### src/rtl/elec_chain_ctrl_if.sv
// Command/response bus between the SPI command decoder (master) and the
// electrode-MUX chain sequencer (slave).
interface elec_chain_ctrl_if #(
  parameter int GROUP_WID = 16
);
  logic                 cmd_valid;
  logic                 cmd_ready;
  logic [5:0]           cmd_code;
  logic [9:0]           cmd_addr;
  logic [GROUP_WID-1:0] cmd_data;
  logic                 rsp_valid;
  logic [GROUP_WID-1:0] rsp_data;
  logic                 busy;

  modport master (
    output cmd_valid, cmd_code, cmd_addr, cmd_data,
    input  cmd_ready, rsp_valid, rsp_data, busy
  );

  modport slave (
    input  cmd_valid, cmd_code, cmd_addr, cmd_data,
    output cmd_ready, rsp_valid, rsp_data, busy
  );
endinterface

### src/rtl/elec_chain_ctrl.sv
// Electrode-MUX scan-chain sequencer: caches a CHAIN_LEN-bit image and shifts it
// into the probe chain, reads one group back by recirculation, or pulses chain reset.
module elec_chain_ctrl #(
  parameter int CHAIN_LEN = 1024,
  parameter int GROUP_WID = 16,
  parameter int DIV       = 12,
  parameter int RST_PER   = 4
) (
  input  logic                    clk,
  input  logic                    rst,
  elec_chain_ctrl_if.slave        bus,
  output logic                    chain_clk,
  output logic                    chain_data,
  input  logic                    chain_q,
  output logic                    chain_rst_n
);

  localparam logic [5:0] CODE_WR    = 6'd10;
  localparam logic [5:0] CODE_RD    = 6'd11;
  localparam logic [5:0] CODE_RST   = 6'd12;
  localparam logic [5:0] CODE_CACHE = 6'd23;

  localparam int N_WORDS = CHAIN_LEN / GROUP_WID;
  localparam int B_W     = $clog2(CHAIN_LEN);
  localparam int G_W     = $clog2(GROUP_WID);
  localparam int A_W     = B_W - G_W;
  localparam int PH_W    = $clog2(DIV);

  typedef enum logic [2:0] {
    IDLE,
    SHIFT_WR,
    SHIFT_RD,
    RESP,
    CHAIN_RST
  } state_t;

  state_t               state;
  state_t               state_nxt;
  logic [PH_W-1:0]      ph;
  logic [PH_W-1:0]      ph_nxt;
  logic [B_W-1:0]       b;
  logic [B_W-1:0]       b_nxt;
  logic [A_W-1:0]       grp;
  logic [GROUP_WID-1:0] cache [N_WORDS];
  logic [GROUP_WID-1:0] rsp_shift;
  logic [GROUP_WID-1:0] rsp_data_q;
  logic                 accept;
  logic                 cache_we;
  logic                 last_bit;
  logic                 last_rst;
  logic                 shifting_nxt;
  logic [B_W-1:0]       img_idx_cur;
  logic [B_W-1:0]       img_idx_nxt;
  logic                 unused_addr_hi;

  assign accept       = bus.cmd_valid && (state == IDLE);
  assign last_bit     = (b == B_W'(CHAIN_LEN - 1)) && (ph == PH_W'(DIV - 1));
  assign last_rst     = (b == B_W'(RST_PER - 1)) && (ph == PH_W'(DIV - 1));
  assign shifting_nxt = (state_nxt == SHIFT_WR) || (state_nxt == SHIFT_RD);
  // The chain is loaded MSB-first, so shift period b carries image bit CHAIN_LEN-1-b.
  assign img_idx_cur  = B_W'(CHAIN_LEN - 1) - b;
  assign img_idx_nxt  = B_W'(CHAIN_LEN - 1) - b_nxt;
  assign bus.rsp_data = rsp_data_q;
  assign unused_addr_hi = ^bus.cmd_addr[9:A_W];

  always_ff @(posedge clk or posedge rst) begin
    if (rst) begin
      state <= IDLE;
    end else begin
      state <= state_nxt;
    end
  end

  always_comb begin
    state_nxt = state;
    case (state)
      IDLE: begin
        if (accept) begin
          case (bus.cmd_code)
            CODE_WR:  state_nxt = SHIFT_WR;
            CODE_RD:  state_nxt = SHIFT_RD;
            CODE_RST: state_nxt = CHAIN_RST;
            default:  state_nxt = IDLE;
          endcase
        end
      end
      SHIFT_WR:  if (last_bit) state_nxt = IDLE;
      SHIFT_RD:  if (last_bit) state_nxt = RESP;
      RESP:      state_nxt = IDLE;
      CHAIN_RST: if (last_rst) state_nxt = IDLE;
      default:   state_nxt = IDLE;
    endcase
  end

  // Counters restart from zero on every state entry; CHAIN_RST reuses b to count chain periods.
  always_comb begin
    ph_nxt = '0;
    b_nxt  = '0;
    if ((state == SHIFT_WR || state == SHIFT_RD || state == CHAIN_RST) && (state_nxt == state)) begin
      if (ph == PH_W'(DIV - 1)) begin
        b_nxt = b + B_W'(1);
      end else begin
        ph_nxt = ph + PH_W'(1);
        b_nxt  = b;
      end
    end
  end

  always_comb begin
    bus.cmd_ready = (state == IDLE);
    bus.busy      = (state != IDLE);
    bus.rsp_valid = (state == RESP);
    chain_rst_n   = ~rst & (state != CHAIN_RST);
    cache_we      = accept && (bus.cmd_code == CODE_CACHE);
  end

  always_ff @(posedge clk or posedge rst) begin
    if (rst) begin
      for (int i = 0; i < N_WORDS; i++) begin
        cache[i] <= '0;
      end
    end else if (cache_we) begin
      cache[bus.cmd_addr[A_W-1:0]] <= bus.cmd_data;
    end
  end

  // chain_clk and chain_data are computed from next-cycle counters so both leave a flop.
  always_ff @(posedge clk or posedge rst) begin
    if (rst) begin
      ph         <= '0;
      b          <= '0;
      grp        <= '0;
      rsp_shift  <= '0;
      rsp_data_q <= '0;
      chain_clk  <= 1'b0;
      chain_data <= 1'b0;
    end else begin
      ph        <= ph_nxt;
      b         <= b_nxt;
      chain_clk <= shifting_nxt && (ph_nxt >= PH_W'(DIV / 2));
      if (ph_nxt == '0) begin
        if (state_nxt == SHIFT_WR) begin
          chain_data <= cache[img_idx_nxt[B_W-1:G_W]][img_idx_nxt[G_W-1:0]];
        end else if (state_nxt == SHIFT_RD) begin
          chain_data <= chain_q;
        end
      end
      if (accept && bus.cmd_code == CODE_RD) begin
        grp       <= bus.cmd_addr[A_W-1:0];
        rsp_shift <= '0;
      end
      // chain_q still shows the bit about to be shifted out, just before the capture edge.
      if (state == SHIFT_RD && ph == PH_W'(DIV / 2 - 1) && img_idx_cur[B_W-1:G_W] == grp) begin
        rsp_shift <= {rsp_shift[GROUP_WID-2:0], chain_q};
      end
      if (state == SHIFT_RD && state_nxt == RESP) begin
        rsp_data_q <= rsp_shift;
      end
    end
  end

endmodule

### src/flat_wrapper.sv
// flat-port wrapper written by rule: the top's interface ports become plain ports
module elec_chain_ctrl_flat 
#(
  parameter int CHAIN_LEN = 1024,
  parameter int GROUP_WID = 16,
  parameter int DIV       = 12,
  parameter int RST_PER   = 4
)
  (clk, rst, chain_clk, chain_data, chain_q, chain_rst_n, bus_cmd_valid, bus_cmd_code, bus_cmd_addr, bus_cmd_data, bus_cmd_ready, bus_rsp_valid, bus_rsp_data, bus_busy);
  elec_chain_ctrl_if #(.GROUP_WID(GROUP_WID)) bus_i ();
  input  logic clk;
  input  logic rst;
  output logic chain_clk;
  output logic chain_data;
  input  logic chain_q;
  output logic chain_rst_n;
  input wire logic [$bits(bus_i.cmd_valid)-1:0] bus_cmd_valid;
  input wire logic [$bits(bus_i.cmd_code)-1:0] bus_cmd_code;
  input wire logic [$bits(bus_i.cmd_addr)-1:0] bus_cmd_addr;
  input wire logic [$bits(bus_i.cmd_data)-1:0] bus_cmd_data;
  output wire logic [$bits(bus_i.cmd_ready)-1:0] bus_cmd_ready;
  output wire logic [$bits(bus_i.rsp_valid)-1:0] bus_rsp_valid;
  output wire logic [$bits(bus_i.rsp_data)-1:0] bus_rsp_data;
  output wire logic [$bits(bus_i.busy)-1:0] bus_busy;
  assign bus_i.cmd_valid = bus_cmd_valid;
  assign bus_i.cmd_code = bus_cmd_code;
  assign bus_i.cmd_addr = bus_cmd_addr;
  assign bus_i.cmd_data = bus_cmd_data;
  assign bus_cmd_ready = bus_i.cmd_ready;
  assign bus_rsp_valid = bus_i.rsp_valid;
  assign bus_rsp_data = bus_i.rsp_data;
  assign bus_busy = bus_i.busy;
  elec_chain_ctrl #(.CHAIN_LEN(CHAIN_LEN), .GROUP_WID(GROUP_WID), .DIV(DIV), .RST_PER(RST_PER)) u_core (.clk(clk), .rst(rst), .bus(bus_i), .chain_clk(chain_clk), .chain_data(chain_data), .chain_q(chain_q), .chain_rst_n(chain_rst_n));
endmodule
### config.mk
export PLATFORM = sky130hd
export DESIGN_NAME = elec_chain_ctrl_flat
export DESIGN_NICKNAME = d
export VERILOG_FILES = /design/src/rtl/elec_chain_ctrl_if.sv /design/src/rtl/elec_chain_ctrl.sv /design/src/flat_wrapper.sv
export SDC_FILE = /design/constraint.sdc
export NUM_CORES = 2
export LEC_CHECK = 0
export ABC_AREA = 1
export BUFFER_PORTS_ARGS = -buffer_cell sky130_fd_sc_hd__buf_4
export CELL_PAD_IN_SITES_DETAIL_PLACEMENT = 1
export CELL_PAD_IN_SITES_GLOBAL_PLACEMENT = 2
export CORE_MARGIN = 5
export CORE_UTILIZATION = 38
export CTS_CLUSTER_SIZE = 14
export DETAILED_ROUTE_END_ITERATION = 7
export PLACE_DENSITY_LB_ADDON = 0.15
export SLEW_MARGIN = 20
export SYNTH_ARGS = -nofsm -noshare
export SYNTH_HDL_FRONTEND = slang
export SYNTH_SLANG_ARGS = --single-unit
### constraint.sdc
create_clock -name clk -period 47 [get_ports clk]
set_input_delay 9.4 -clock clk [delete_from_list [all_inputs] [get_ports clk]]
set_output_delay 9.4 -clock clk [all_outputs]
set_load 0.05 [all_outputs]
==> impl_metrics.toml <==
[run_status]
status = "finished, final reports clean"

[global_routing]
grt_pass1_vias = 45160
antenna_found_initial = 5
grtUsageTotal = 0.2473
grt_start_max_net_pins = 168
overflow = 0
grt_pass1_wl_um = 278600

[worst_setup_path]
crit_path_end_kind = "primary output"
cp.buffers_inverters = 2
startpoint_type = "input port"
crit_chain = "buf_4 -> nor2_1 -> buf_4"
crit_fanout = 2
cp_common_cell = "buf_4"
cpPeakStageDelay_ns = 0.20
critPathRequiredTime_ns = 37.60
reg2reg_slack_ns = 40.17
cp_slowest_cell = "buf_4"
crit_family = "buffers and inverters"
setup.worst_path.class = "input port to primary output"
crit_arrival_ns = 9.84

[yosys]
ys_types = 38
synthMuxAreaShare = 0.0001923
syn_inst = 6790
ys_ff_latch = 1081
synth_top_family_by_area = "simple AND/OR/NAND/NOR gates"
async_flop_share = 1.000
synth_warnings = 0
seq_area_frac_synth = 0.5197
synth-compound-area-share = 0.1210
synth-simple-area-share = 0.2600
synth_xor_xnor_area_share = 0.001851
synth_ff_type = "dfrtp_1"
syn_area_mm2 = 0.05205
synth_fa_ha_area_frac = 0.0007212
syn-mean-instance-area_um2 = 7.665
synth_edf_count = 0
synth_nets = 6829

[final_layout]
layout.nets = 6563
final_cell_mix = "nand2_1, o21ai_0, dfrtp_1, nand3_1, inv_1"
final-seq-area_mm2 = 0.02705
multiInputGateArea_mm2 = 0.02009
drive_gt1_frac = 0.06074
stdcell_count = 8404
syn_to_final_growth_pct = 10.61
mostFrequentLayoutCell = "nand2_1"
num-fill-cells = 16490

[clocking]
worstSkewPairLatency_ns = 0.76
cts_made_buffers = 134
cts_tree = "yes"
cts-resized-gates = 0
clock_path_buffers = 3
cts_setup_buffers = 0
cts_root_buffer = "clkbuf_16"
cts_sinks = 1081
cts.clk_slew.worst_paths_ns = 0.05
h-tree-depth = 4
holdBufCountCts = 0

[floorplanning]
dieHeight_um = 380.1
die_w_um = 380.1
num_io_pins = 58
rows = 135
start_util = 0.3833
core_area_mm2 = 0.1358
dieArea_mm2 = 0.1445

[power]
p_leak_uw = 0.02644
ir_worst_vdd_uv = 30.70
finalPower_uw = 2064
power_density_mw_per_mm2 = 35.86

[timing]
rsz0062_at_grt = "no"
whs_ns = 0.4789
hold_viol = 0
finClkSkew_ns = 0.02274
drv_slew = 0
tightest_slew_ns = 1.125
tns_ns = 0
period_share = 0.4094
setup-violations-final = 0
final.setup.worst_slack_ns = 27.76
fin_crit_ns = 19.24
slew_headroom = 0.2479
max_freq_mhz = 51.97

[place]
gp_congestion = 0.8201
dp.cells = 8168
io_buffers = 53
dp_hpwl_um = 97540
pre_cts_slack_ns = 27.75

[detailed_routing]
drt-initial-drc-count = 3287
dr.pass1.iters = 7
viasPerCell = 5.283
drc_errors = 0
wl_per_cell_um = 21.34
ant_nets = 0
finalWirelength_um = 179300
via_count = 44400

[worst_hold_path]
hp-class = "flip-flop to flip-flop"

[flow_run]
maxCapViolCount = 0
synthesized netlist by cell type, types with 3 or more instances:
master	count	area share
nand3_1	766	0.074
nor4_1	5	0.00060
nor2_2	4	0.00048
nor2_1	164	0.012
o21ai_1	7	0.00067
buf_4	28	0.0040
nand2_1	2128	0.15
inv_2	4	0.00029
xor2_1	5	0.00084
xnor2_1	6	0.0010
dfrtp_1	1081	0.52
clkbuf_1	350	0.025
nand4_1	126	0.015
o211ai_1	75	0.011
a21oi_1	5	0.00048
buf_1	4	0.00029
inv_1	684	0.049
o21ai_0	1107	0.11
nor3_1	16	0.0015
o22ai_1	16	0.0019
nor3_2	3	0.00058
clkinv_1	17	0.0012
or2_2	9	0.0011
ha_1	3	0.00072
buf_2	162	0.016
logic make-up after synthesis:
| group | Yosys count |
|---|---|
| simple gates | 3228 |
| buf+inv | 1252 |
| compound gates | 1214 |
| flops | 1081 |
| xor+xnor | 11 |
| fa+ha+maj | 3 |
| mux | 1 |
registers in the layout, summed over array words and instances (netlist names):
| name | cells |
|---|---|
| u_core.chain_data | 1 |
| u_core.grp | 6 |
| u_core.rsp_shift | 16 |
| u_core.chain_clk | 1 |
| u_core.cache | 1024 |
| u_core.b | 10 |
| u_core.ph | 4 |
| u_core.bus.rsp_data | 16 |
| u_core.state | 3 |
final timing paths:
check	depth (start not counted)	from	end
worst max-delay path	3	rst	chain_rst_n
worst min register to register	2	u_core.cache[486]	u_core.cache[486]
min in group asynchronous	2	rst	u_core.state[1]
worst min-delay path	2	u_core.cache[486]	u_core.cache[486]
max in group asynchronous	5	rst	u_core.cache[747]
worst max register to register	23	u_core.ph[0]	u_core.chain_data
metrics by stage:
| step | util | cell area, um2 |
|---|---|---|
| CTS | 0.4232 | 57480 |
| floorplan | - | 52050 |
| global route | 0.4238 | 57560 |
| global placement | 0.3915 | 53170 |
| detailed placement | 0.3916 | 53180 |
| finish | 0.4239 | 57570 |
layer usage:
metal	track usage	vias to the layer above	wire length, um
li1	-	21190	-
met1	0.3404	22270	84810
met2	0.4018	706	81870
met3	0.04301	238	7659
met4	0.07307	0	4976
met5	0	-	0
where the power goes:
group | leakage [uW] | switching [uW] | internal, uW | total [uW]
sequential | 0.0150 | 3.92 | 938 | 942
clock | 0.00210 | 412 | 610 | 1020
combinational | 0.00933 | 81.0 | 19.4 | 100
tightest hold or removal path, cell delays in order (launching register included):
cell,delay [ns]
dfrtp_1,0.34
nand2_1,0.05
o21ai_0,0.06
area by class of cell:
| class | count | area share |
|---|---|---|
| inverter | 705 | 0.04634 |
| clock inverter | 22 | 0.005064 |
| multi-input combinational | 4457 | 0.3490 |
| timing repair buffer | 145 | 0.02134 |
| clock buffer | 208 | 0.06946 |
| antenna | 5 | 0.0002173 |
| tap | 1781 | 0.03871 |
| sequential | 1081 | 0.4699 |
Note: power is estimated with default switching activity, not from simulation.
